`config.mk`:
```
export PLATFORM = sky130hd
export DESIGN_NAME = axis_rr_arbiter
export DESIGN_NICKNAME = d
export VERILOG_FILES = /design/src/rtl/axis_rr_arbiter.sv
export SDC_FILE = /design/constraint.sdc
export NUM_CORES = 1
export LEC_CHECK = 0
export ABC_AREA = 1
export BUFFER_PORTS_ARGS = -buffer_cell sky130_fd_sc_hd__buf_4
export CAP_MARGIN = 0
export CORE_ASPECT_RATIO = 0.9
export CORE_MARGIN = 10
export CORE_UTILIZATION = 42
export DETAILED_ROUTE_END_ITERATION = 6
export MAX_ROUTING_LAYER = met4
export PLACE_DENSITY = 0.91
export SYNTH_ARGS = -nofsm -noshare
export SYNTH_HDL_FRONTEND = slang
export SYNTH_SLANG_ARGS = --single-unit
```
`constraint.sdc`:
```
create_clock -name aclk -period 2.1 [get_ports aclk]
set_clock_uncertainty 0.15 [all_clocks]
set_input_delay 0.63 -clock aclk [delete_from_list [all_inputs] [get_ports aclk]]
set_output_delay 0.63 -clock aclk [all_outputs]
set_load 0.05 [all_outputs]
```
`src/rtl/axis_rr_arbiter.sv`:
```
// Round-robin AXI-Stream arbiter: N single-word requesters share one registered master port.
// A grant stays locked from a packet's first beat until its tlast beat is accepted.
module axis_rr_arbiter #(
    parameter int NUM_REQ    = 4,
    parameter int DATA_WIDTH = 32,
    parameter int ID_W       = $clog2(NUM_REQ)
) (
    input  logic                          aclk,
    input  logic                          areset_n,
    input  logic [NUM_REQ-1:0]            req_en,
    input  logic [NUM_REQ-1:0]            s_tvalid,
    input  logic [NUM_REQ*DATA_WIDTH-1:0] s_tdata,
    input  logic [NUM_REQ-1:0]            s_tlast,
    output logic [NUM_REQ-1:0]            s_tready,
    output logic                          m_tvalid,
    output logic [DATA_WIDTH-1:0]         m_tdata,
    output logic                          m_tlast,
    output logic [ID_W-1:0]               m_tid,
    input  logic                          m_tready,
    output logic [ID_W-1:0]               grant_id,
    output logic                          busy,
    output logic                          pkt_done
);

    typedef enum logic {IDLE, LOCK} state_t;

    state_t                state, state_next;
    logic [ID_W-1:0]       grant_next;
    logic [ID_W-1:0]       last_grant, last_next;
    logic [ID_W-1:0]       pick;
    logic                  any_eligible;
    logic [NUM_REQ-1:0]    eligible;
    logic                  src_valid;
    logic                  src_last;
    logic [DATA_WIDTH-1:0] src_data;
    logic                  src_ready;
    logic                  src_hs;

    // Rotating-priority search starting just above the previous winner.
    always_comb begin
        int idx;
        idx          = 0;
        eligible     = s_tvalid & req_en;
        pick         = '0;
        any_eligible = 1'b0;
        for (int k = 1; k <= NUM_REQ; k++) begin
            idx = (int'(last_grant) + k) % NUM_REQ;
            if (!any_eligible && eligible[ID_W'(idx)]) begin
                any_eligible = 1'b1;
                pick         = ID_W'(idx);
            end
        end
    end

    always_comb begin
        src_valid = 1'b0;
        src_last  = 1'b0;
        src_data  = '0;
        for (int i = 0; i < NUM_REQ; i++) begin
            if (grant_id == ID_W'(i)) begin
                src_valid = s_tvalid[i];
                src_last  = s_tlast[i];
                src_data  = s_tdata[i*DATA_WIDTH +: DATA_WIDTH];
            end
        end
    end

    assign src_ready = (state == LOCK) && (!m_tvalid || m_tready);
    assign src_hs    = src_ready && src_valid;
    assign busy      = (state == LOCK);

    always_comb begin
        s_tready           = '0;
        s_tready[grant_id] = src_ready;
    end

    always_comb begin
        state_next = state;
        grant_next = grant_id;
        last_next  = last_grant;
        case (state)
            IDLE: begin
                if (any_eligible) begin
                    state_next = LOCK;
                    grant_next = pick;
                    last_next  = pick;
                end
            end
            LOCK: begin
                if (src_hs && src_last) begin
                    state_next = IDLE;
                end
            end
            default: state_next = IDLE;
        endcase
    end

    always_ff @(posedge aclk or negedge areset_n) begin
        if (!areset_n) begin
            state      <= IDLE;
            grant_id   <= '0;
            last_grant <= ID_W'(NUM_REQ - 1);
        end else begin
            state      <= state_next;
            grant_id   <= grant_next;
            last_grant <= last_next;
        end
    end

    // Output register: a new beat may load in the same cycle the old one drains.
    always_ff @(posedge aclk or negedge areset_n) begin
        if (!areset_n) begin
            m_tvalid <= 1'b0;
            m_tdata  <= '0;
            m_tlast  <= 1'b0;
            m_tid    <= '0;
            pkt_done <= 1'b0;
        end else begin
            pkt_done <= m_tvalid && m_tready && m_tlast;
            if (src_hs) begin
                m_tvalid <= 1'b1;
                m_tdata  <= src_data;
                m_tlast  <= src_last;
                m_tid    <= grant_id;
            end else if (m_tready) begin
                m_tvalid <= 1'b0;
            end
        end
    end

endmodule
```
* Word level (Yosys, flattened, before mapping)
Cells that the tools add are included.
** Operators by class
- Add/subtract/negate cells :: 4
- Magnitude comparators :: 6
- Equal/unequal tests :: 3
- Multiplexer cells :: 39
- Bitwise logic cells :: 3
- Reduce and logical (&&, ||, !) cells :: 17
** Operators with widths (number)
- $mux 32 :: 4
- $mux 1 :: 25
- $lt 2x4->1 const B :: 4
- $logic_and 1x1->1 :: 9
- $and 4x4->4 :: 2
- $bmux 1 s2 :: 4
- $mux 2 :: 4
- $add 2x1->2 const B :: 2
- $add 2x2->2 const B :: 2
- $eq 2x2->1 const B :: 2
- $logic_not 1->1 :: 4
- $lt 2x3->1 const B :: 1
- $demux 1 s2 :: 1
- $eq 2x1->1 const B :: 1
- $ge 2x1->1 const B :: 1
- $logic_not 2->1 :: 1
- $pmux 1 s2 :: 1
- $reduce_and 2->1 :: 1
- $reduce_bool 2->1 :: 1
- $logic_or 1x1->1 :: 1
- $not 1->1 :: 1
** Storage, ports and cells
- Bits in registers :: 42
- Output and inout port bits :: 44
- Logic and storage cells :: 80

* Depth between registers and ports, before layout
Gate-level depths: netlist of the first run.
- Depth after elaboration :: 16
- Depth in mapped cells :: 12

* Worst setup path before layout of the first run
OpenSTA, ideal clock, no wires.
- Kind :: reg-to-output
- From :: reg grant_id[1]
- To :: out s_tready[2]
- Arrival time :: 2.194 ns
- Required time :: 1.320 ns
- Slack :: -0.874 ns
- Cell stages (with the launch flop) :: 5
- Cells stage by stage :: dfrtp_1 buf_6 inv_2 clkbuf_1 nor3_1
** On the way
- Word-level cells in the longest chain between the ends :: 5
** Ends and longest elaborated chain
- start, declared :: line 20 : output logic [ID_W-1:0] grant_id,
- start signal, assigned :: line 105 : grant_id <= grant_next;
- $lt 2x3->1 (implied by the code) / $ge 2x1->1 (equally long branches) :: line 74 : s_tready[grant_id] = src_ready;
- $logic_and 1x1->1 (implied by the code) :: line 74
- $mux 1 (implied by the code) :: line 74
- $demux 1 s2 (*) :: line 74
- $and 4x4->4 (no line) (*)
- end, declared :: line 14 : output logic [NUM_REQ-1:0] s_tready,
Mark *: on every way between the ends. The rest lies on a longest branch, timed or not.

* Worst setup path after layout of the first run
- From :: reg grant_id[0]
- To :: out s_tready[0]
Same word-level chain as after synthesis.

==> results of run 1 <==
==> per-layer routing <==
layer / part of all wire, % / routed length [um] / GRT usage [%] / up-vias
met2: 49 / 5779 / 37.04 / 216
met4: 0.59 / 70 / 3.774 / 0
met3: 9.8 / 1157 / 5.493 / 9
li1: - / - / - / 1726
met1: 41 / 4786 / 26.28 / 1663
met5: 0 / 0 / - / -
==> path summary, 6_finish.rpt <==
path,slack (ns),depth (start not counted),to
min in group aclk,0.34,2,m_tdata[26]
min,0.16,1,m_tdata[0]
max,-0.01,3,s_tready[0]
min reg2reg,0.34,2,m_tdata[26]
max in group asynchronous,1.23,1,grant_id[0]
max reg2reg,0.19,9,busy
==> stage by stage <==
stage / util [%] / area, um2 / std cells
after global routing: 72.89 / 4556 / 683
final: 72.89 / 4556 / 683
after global placement: 68.41 / 4275 / 660
after CTS: 71.93 / 4496 / 676
after detailed placement: 68.41 / 4275 / 660
after floorplan: - / 2819 / 401
==> layout make-up <==
type | instances | area [um2]
repair buffers | 214 | 1672
clock buffers | 6 | 82.58
multi-input cells | 319 | 1529
well taps | 87 | 108.9
inverters | 14 | 72.57
clock inverters | 1 | 30.03
flip-flops and latches | 42 | 1061
fillers | 468 | 1694
==> logic make-up (layout without fill, tap and decap cells) <==
family                 Yosys count  in the layout  share of synthesized area (%)
buffers and inverters           40            235                          7.689
AOI/OAI and AO/OA               82             82                          17.02
DFF                             42             42                          38.31
and+or+nand+nor                237            237                          36.99
==> layout by cell type (no fill, tap or decap), drive strengths merged <==
cell / instances
a21oi: 24
buf: 213
bufinv: 1
clkbuf: 7
clkinv: 1
dfrtp: 40
dfstp: 2
inv: 13
nand2: 156
nand3: 66
nand4: 5
nor2: 6
nor3: 4
o2111ai: 1
o211ai: 1
o21ai: 56
==> flip-flops by register name (all words and copies together), names as in the netlist <==
| signal | flops |
|---|---|
| last_grant | 2 |
| grant_id | 2 |
| m_tvalid | 1 |
| m_tlast | 1 |
| m_tdata | 32 |
| m_tid | 2 |
| pkt_done | 1 |
| busy | 1 |
==> where the power goes <==
part	internal [mW]	switching, mW
sequential	1.22	0.282
combinational	1.82	3.46
clock	0.380	0.266
total	3.42	4.01
==> critical path: cells and delay by family, from the launching register on <==
kind	cells	cell delay (ns)
flops	1	0.54
buf+inv	2	0.33
simple gates	1	0.17
==> what timing repair did <==
| action | in CTS | in global routing |
|---|---|---|
| gates cloned | 0 | 0 |
| pin swaps | 3 | 2 |
| hold buffers | 0 | 0 |
| buffers inserted | 9 | 7 |
| endpoints found under the setup margin | 4 | 8 |
| gates resized for setup | 8 | 4 |
==> metrics.csv, run 1 <==
metric,value,unit
crit-path max FO,6,
Worst Max-Slew Pin Slew,0.7276,ns
Reg-to-Reg Start,grant_id[0],
vias in the first global route,3547,
Total GRT Usage,22.02,%
WL per Instance,17.27,um
Post-synth EDFFs,0,
most frequent cells after synthesis,"nand2_1, nand3_1, dfrtp_1, o21ai_0, a21oi_1",
Port-buffer cells,186,
Vias/cell,5.291,
Final min period,2.110,ns
post-synth top area share,36.40,%
Synth Instances,401,
TritonCTS clock tree,yes,
unrepaired setup endpoints after global routing,yes,
Final setup viols,2,
Final nets,739,
DP Worst Slack,-0.1195,ns
Die Height,96.77,um
Setup TNS,-0.01534,ns
FP Rows,27,
"Critical Path, Cell by Cell",buf_6 -> nor3_4 -> buf_6,
Design Power,7.430,mW
crit start category,register,
Worst Hold Class,in2async,
synth warn,0,
fraction of registers with async set/reset,100.0,%
largest net degree at the start of global routing,43,
PnR worst setup slack,-0.01019,ns
Critical Path Sink Type,output port,
GP Congestion,0.9003,
Syn Nets,544,
P_leak,2.381,nW
Most common cell on crit path,buf_6,
die width,105.3,um
Post-Syn Area per Cell,6.858,um2
num ports,187,
n_diodes,0,
crit path DAT,1.33,ns
maximum clock insertion buffer count,2,
Max Cap Viol,0,
vias,3614,
Yosys top cell by area,dfrtp_1,
Unique masters post-synth,24,
Routed WL,11.79,mm
Starting Density,44.00,%
Max VDD drop,0.001615,V
clk_lat worst skew,0.29,ns
DRT antenna net count,0,
fin crit share,100.5,%
Synth area leaders,"dfrtp_1, nand2_1, nand3_1",
count of final max-slew check failures,0,
Slew Limit Headroom,51.44,%
DRC errors left,0,
share of cells above drive strength 1,43.46,%
clk slew on worst S/H paths,0.08,ns
Critical Path Start,grant_id[0],
htree depth,2,
Final Hold Viols,0,
FMAX,473.9,MHz
Post-synth top flop,dfrtp_1,
failing checks,negative setup slack,
pwr dens,1631,mW/mm2
Overflow after GRT,0,
CORE AREA,0.006250,mm2
First-pass DRT Iterations,4,
full die area,0.01019,mm2
global-route wire length before repair,18.20,mm
Critical Path RT,1.32,ns
Hold Worst Slack,0.1606,ns
HPWL after detailed placement,9.055,mm
#FFs+latches synth,42,
initial antenna violation count,0,
TritonCTS buffer count,5,
crit path kind,reg2out,
sequential fraction of the synthesis area,38.31,%
"count leader, synth",nand2_1,
number of DRC markers in iteration 0,180,
CTS sink cnt,42,
Worst path max stage delay,0.54,ns
Crit-path slowest cell,dfrtp_4,
Syn-to-layout area delta,65.65,%
status,"complete, but fails checks",
Clock Tree Root,clkbuf_8,
Mapped Area,0.002750,mm2
No activity file was read; power rests on OpenSTA's default activity.
==> run 2: changes to the inputs <==
==> constraint.sdc (replaced) <==
create_clock -name aclk -period 2.1 [get_ports aclk]
set_clock_uncertainty 0.15 [all_clocks]
set_input_delay 0.105 -clock aclk [delete_from_list [all_inputs] [get_ports aclk]]
set_output_delay 0.105 -clock aclk [all_outputs]
set_load 0.05 [all_outputs]
==> run 2 against run 1 <==
Compared with the run above: register-to-register slack improved by 0.04 ns; first-iteration DRC count is 12% higher; flip-flop and latch count unchanged; setup slack improved by 0.24 ns; combinational power shrank 8.5%; final cell count up 1.9%; maximum frequency rose by 13%; power shrank 6.1%; the flow now finishes without violations; non-clock buffer count grew 10; largest cell class unchanged; hold slack lost 0.16 ns; via count grew 1.3%; highest routed layer unchanged; critical path depth up 4.
==> metrics.csv, run 2 (synthesis gave the netlist of run 1 again) <==
metric,value,unit,change
status,"complete, no violations",,
DRT antenna net count,0,,unchanged
count of final max-slew check failures,0,,unchanged
clk slew on worst S/H paths,0.09,ns,about the same
Reg-to-Reg Start,grant_id[0],,
"Critical Path, Cell by Cell",buf_4 -> nor2_2 -> buf_4 -> nand2_1 -> nand3_1 -> a21oi_1 -> o21ai_0,,
CTS sink cnt,42,,unchanged
Total GRT Usage,23.15,%,+1.1 points
Clock Tree Root,clkbuf_8,,
Critical Path Sink Type,register,,
Final min period,1.874,ns,-0.2361 ns
R2R cell count,7,,-2
Crit-path slowest cell,dfrtp_2,,
Worst Hold Class,in2reg,,
Overflow after GRT,0,,unchanged
Max VDD drop,0.001089,V,-33%
R2R Setup Slk,0.23,ns,+0.04 ns
First-pass DRT Iterations,5,,+1
Final nets,749,,+1.4%
share of cells above drive strength 1,39.37,%,-4.1 points
WL per Instance,17.60,um,+1.9%
Max Cap Viol,0,,unchanged
CORE AREA,0.006250,mm2,unchanged
Slew Limit Headroom,62.33,%,+11 points
P_leak,2.366,nW,-0.62%
initial antenna violation count,2,,+2
number of DRC markers in iteration 0,201,,+12%
CP Buf/Inv Count,2,,unchanged
Final Instance Count excl. Fillers,696,,+1.9%
Most common cell on crit path,buf_4,,
fin crit share,89.24,%,-11 points
Biggest register,m_tdata,,
largest net degree at the start of global routing,43,,unchanged
TritonCTS clock tree,yes,,
DP Cell Count,658,,-0.30%
GP Congestion,0.8959,,-0.49%
FMAX,533.6,MHz,+13%
global-route wire length before repair,19.20,mm,+5.5%
pwr dens,1521,mW/mm2,-6.7%
hold path startpoint,s_tdata[106],,
vias,3662,,+1.3%
clk_lat worst skew,0.29,ns,about the same
"commonest cells after routing, fill and taps aside","buf_4, nand2_1, nand3_1",,
maximum clock insertion buffer count,2,,unchanged
"commonest non-fill, non-tap cell in the layout",buf_4,,
Final setup viols,0,,-2
Starting Density,44.00,%,unchanged
reg-to-reg endpoint,m_tdata[16],,
Final Hold Viols,0,,unchanged
max FFs per register,32,,unchanged
DRC errors left,0,,unchanged
Worst Max-Slew Pin Slew,0.5650,ns,-0.1626 ns
full die area,0.01019,mm2,unchanged
die width,105.3,um,unchanged
Setup TNS,0,ns,+0.01534 ns
Hold Crit Depth,3,,
Syn-to-layout area delta,66.83,%,
Vias/cell,5.261,,-0.56%
final instance area,0.004588,mm2,+0.71%
crit-path max FO,20,,+14
crit path kind,reg2reg,,
Design Power,6.980,mW,-6.1%
Worst path max stage delay,0.53,ns,about the same
FP Rows,27,,unchanged
htree depth,2,,unchanged
Port-buffer cells,186,,unchanged
unrepaired setup endpoints after global routing,no,,
crit start category,register,,
Routed WL,12.25,mm,+3.8%
TritonCTS buffer count,5,,unchanged
HPWL after detailed placement,9.026,mm,-0.32%
hold endpoint,m_tdata[10],,
crit path DAT,1.87,ns,+0.54 ns
Die Height,96.77,um,unchanged
num ports,187,,unchanged
"CP delay by family, top",flip-flops,,
dpl cell area,0.004193,mm2,-1.9%
Critical Path RT,2.10,ns,+0.78 ns
vias in the first global route,3732,,+5.2%
[run 2: cell types whose count changed in the layout (fill, tap and decap cells not counted), moves of 2 or more]
| cell | before | now |
|---|---|---|
| dlygate4sd3_1 | 0 | 28 |
| clkbuf_1 | 0 | 2 |
| inv_2 | 3 | 5 |
| buf_4 | 203 | 196 |
| diode_2 | 0 | 2 |
| nor3_4 | 3 | 0 |
| buf_12 | 3 | 0 |
| buf_6 | 6 | 0 |
| nor3_2 | 0 | 3 |
[run 2: repair_timing]
action                                 in CTS  in global routing
resized for setup                           0                  1
hold buffers                               28                  0
buffers inserted                            0                  0
endpoints found under the hold margin      68                  0
setup endpoints to repair                   0                  1
[run 2: cell type report]
class / instances / area, um2
tap: 87 / 108.9
sequential: 42 / 1057
fill: 466 / 1662
clock buffer: 7 / 76.32
antenna: 2 / 5.005
timing repair buffer: 224 / 1752
inverter: 14 / 56.30
clock inverter: 1 / 30.03
multi-input combinational: 319 / 1503
[run 2: per-stage QoR]
step / hold slack (ns) / util, % / setup slack, ns
6_report: 0.004325 / 73.41 / 0.2259
5_1_grt: 0.004996 / 73.41 / 0.05656
4_1_cts: 0.002003 / 73.27 / 0.1564
3_5_place_dp: -0.01739 / 67.09 / 0.1805
3_3_place_gp: -0.02704 / 67.09 / 0.2378
2_1_floorplan: -0.3406 / - / 0.02099
[run 2: worst min-delay path, delay by kind of cell]
family	cells	cell delay, ns
AO/OA/AOI/OAI	2	0.23
buffers and inverters	1	0.07
[run 2: power by group]
group / total (mW) / switching [mW] / internal (mW)
registers: 1.52 / 0.302 / 1.21
clock network: 0.632 / 0.276 / 0.356
logic: 4.83 / 3.30 / 1.53
total: 6.98 / 3.88 / 3.10
[run 2: how the worst max path moves through the flow]
stage	cells past startpoint	from	to	slack, ns
after floorplan	10	m_tvalid	m_tdata[23]	0.02
after global placement	4	grant_id[0]	m_tdata[1]	0.24
after detailed placement	4	grant_id[0]	m_tdata[16]	0.18
after CTS	4	grant_id[0]	m_tdata[16]	0.16
after global routing	10	last_grant[0]	grant_id[0]	0.06
final	7	grant_id[0]	m_tdata[16]	0.23
[run 2: routing by layer]
layer | GRT usage (%) | share of wire, %
met5 | - | 0
met4 | 6.394 | 1.6
met2 | 38.09 | 49
met3 | 7.214 | 9.9
met1 | 26.56 | 39
==> run 3: changes to the inputs <==
GPL_TIMING_DRIVEN = 0   (was default)
==> run 3 against run 2 <==
Compared with the run above: the flow now finishes with violations (negative hold slack); critical path depth up 2; setup slack got worse by 0.029 ns; hold slack got worse by 0.012 ns; global-route usage is 1.6 points higher.
==> metrics.csv, run 3 (synthesis gave the netlist of run 1 again) <==
metric,value,unit,change
failing checks,negative hold slack,,
Crit-path slowest cell,dfstp_2,,
clk_lat worst skew,0.29,ns,about the same
Critical Path Sink Type,register,,
FP Rows,27,,unchanged
Overflow after GRT,0,,unchanged
Routed WL,13.09,mm,+6.9%
DRC errors left,0,,unchanged
Max VDD drop,0.001138,V,+4.5%
largest net degree at the start of global routing,43,,unchanged
fin crit share,90.63,%,+1.4 points
FMAX,525.4,MHz,-1.5%
status,"complete, but fails checks",,
Hold Worst Slack,-0.007389,ns,-0.01171 ns
number of DRC markers in iteration 0,235,,+17%
Max Cap Viol,0,,unchanged
global-route wire length before repair,20.24,mm,+5.4%
"commonest non-fill, non-tap cell in the layout",buf_4,,
Biggest register,m_tdata,,
met3 usage in global routing,6.552,%,-0.66 points
Final min period,1.903,ns,+0.02922 ns
GR met2 Demand/Resource,40.85,%,+2.8 points
initial antenna violation count,1,,-1
Port-buffer cells,186,,unchanged
Worst Max-Slew Pin Slew,0.5379,ns,-0.02710 ns
count of final max-slew check failures,0,,unchanged
crit start category,register,,
max FFs per register,32,,unchanged
Final nets,764,,+2.0%
Vias/cell,5.338,,+1.5%
crit path kind,reg2reg,,
Worst Hold Class,in2reg,,
First-pass DRT Iterations,5,,unchanged
Worst path max stage delay,0.53,ns,about the same
FILL cells,487,,+4.5%
Final Hold Viols,1,,+1
WL per Instance,18.44,um,+4.8%
crit-path max FO,10,,-50%
num ports,187,,unchanged
Slew Limit Headroom,64.14,%,+1.8 points
die width,105.3,um,unchanged
Syn-to-layout area delta,69.52,%,
vias,3790,,+3.5%
full die area,0.01019,mm2,unchanged
vias in the first global route,3840,,+2.9%
Total GRT Usage,24.77,%,+1.6 points
"Critical Path, Cell by Cell",buf_2 -> nand2_1 -> nand2_1 -> nand2_1 -> nand2_1 -> nand3_1 -> o21ai_2 -> nand2_1 -> nand2_1,,
htree depth,2,,unchanged
DRT antenna net count,0,,unchanged
Most common cell on crit path,nand2_1,,
Final setup viols,0,,unchanged
clk slew on worst S/H paths,0.08,ns,about the same
CTS sink cnt,42,,unchanged
Clock Tree Root,clkbuf_8,,
share of cells above drive strength 1,40.19,%,+0.82 points
crit path DAT,1.98,ns,+0.11 ns
pwr dens,1561,mW/mm2,+2.6%
TritonCTS clock tree,yes,,
Starting Density,44.00,%,unchanged
PnR worst setup slack,0.1967,ns,-0.02922 ns
maximum clock insertion buffer count,2,,unchanged
HPWL after detailed placement,10.11,mm,+12%
GP Congestion,0.9113,,+1.7%
Critical Path RT,2.18,ns,+0.08 ns
buffer count from post-CTS setup fixing,0,,unchanged
Die Height,96.77,um,unchanged
TritonCTS buffer count,5,,unchanged
unrepaired setup endpoints after global routing,no,,
GRT busiest layer,met2,,
"commonest cells after routing, fill and taps aside","buf_4, nand2_1, nand3_1",,
CORE AREA,0.006250,mm2,unchanged
Setup TNS,0,ns,unchanged
P_leak,2.435,nW,+2.9%
met1 usage,29.27,%,+2.7 points
DP Worst Slack,0.1160,ns,-0.06451 ns
-- run 3: area by class of cell --
type                       instances  area [um2]  area share [%]
sequential                        42        1057           22.68
clock buffer                       5       68.82           1.476
timing repair buffer             213        1667           35.75
inverter                          14       52.55           1.127
tap                               87       108.9           2.335
multi-input combinational        319        1505           32.29
clock inverter                     3       40.04          0.8588
buffer                            26       160.2           3.435
antenna                            1       2.502         0.05368
-- run 3: per-layer routing --
layer / vias to the layer above / routed length [um]
met3: 19 / 1320
met5: - / 0
met2: 228 / 6416
li1: 1781 / -
met1: 1762 / 5127
met4: 0 / 227
-- run 3: what timing repair did --
item	4_1_cts	5_1_grt
hold endpoints to repair	68	0
resized for setup	0	3
hold buffers	27	0
endpoints found under the setup margin	0	4
-- run 3: worst max-delay path, delay by kind of cell, from the launching register on --
family                 cells  cell delay, ns
and+or+nand+nor            7            0.70
DFF                        1            0.53
AOI/OAI and AO/OA          1            0.26
buffers and inverters      1            0.20
-- run 3: worst paths after layout --
| path | start | to | slack, ns | depth (start not counted) |
|---|---|---|---|---|
| max | last_grant[0] | grant_id[0] | 0.20 | 9 |
| min | s_tdata[108] | m_tdata[12] | -0.007 | 3 |
| max reg2reg | last_grant[0] | grant_id[0] | 0.20 | 9 |
| min reg2reg | m_tdata[16] | m_tdata[16] | 0.34 | 2 |
| max in group asynchronous | areset_n | grant_id[0] | 1.20 | 2 |
| min in group asynchronous | areset_n | m_tdata[11] | 0.21 | 2 |
-- run 3: stage by stage --
step                      cell area, um2  power (mW)  hold slack [ns]  util, %  instances
final                               4662       7.276        -0.007389    74.59        710
after global routing                4662       7.781         0.003137    74.59        710
after CTS                           4653       7.255        0.0004007    74.45        709
after detailed placement            4274       6.582         -0.03042    68.39        674
after global placement              4274       6.426         -0.03623    68.39        674
after floorplan                     2769       4.934          -0.3406        -        401
-- run 3: power breakdown --
group          internal, mW  switching (mW)  total [mW]
Sequential             1.21           0.239        1.45
Clock                 0.350           0.278       0.628
Combinational          1.66            3.54        5.20
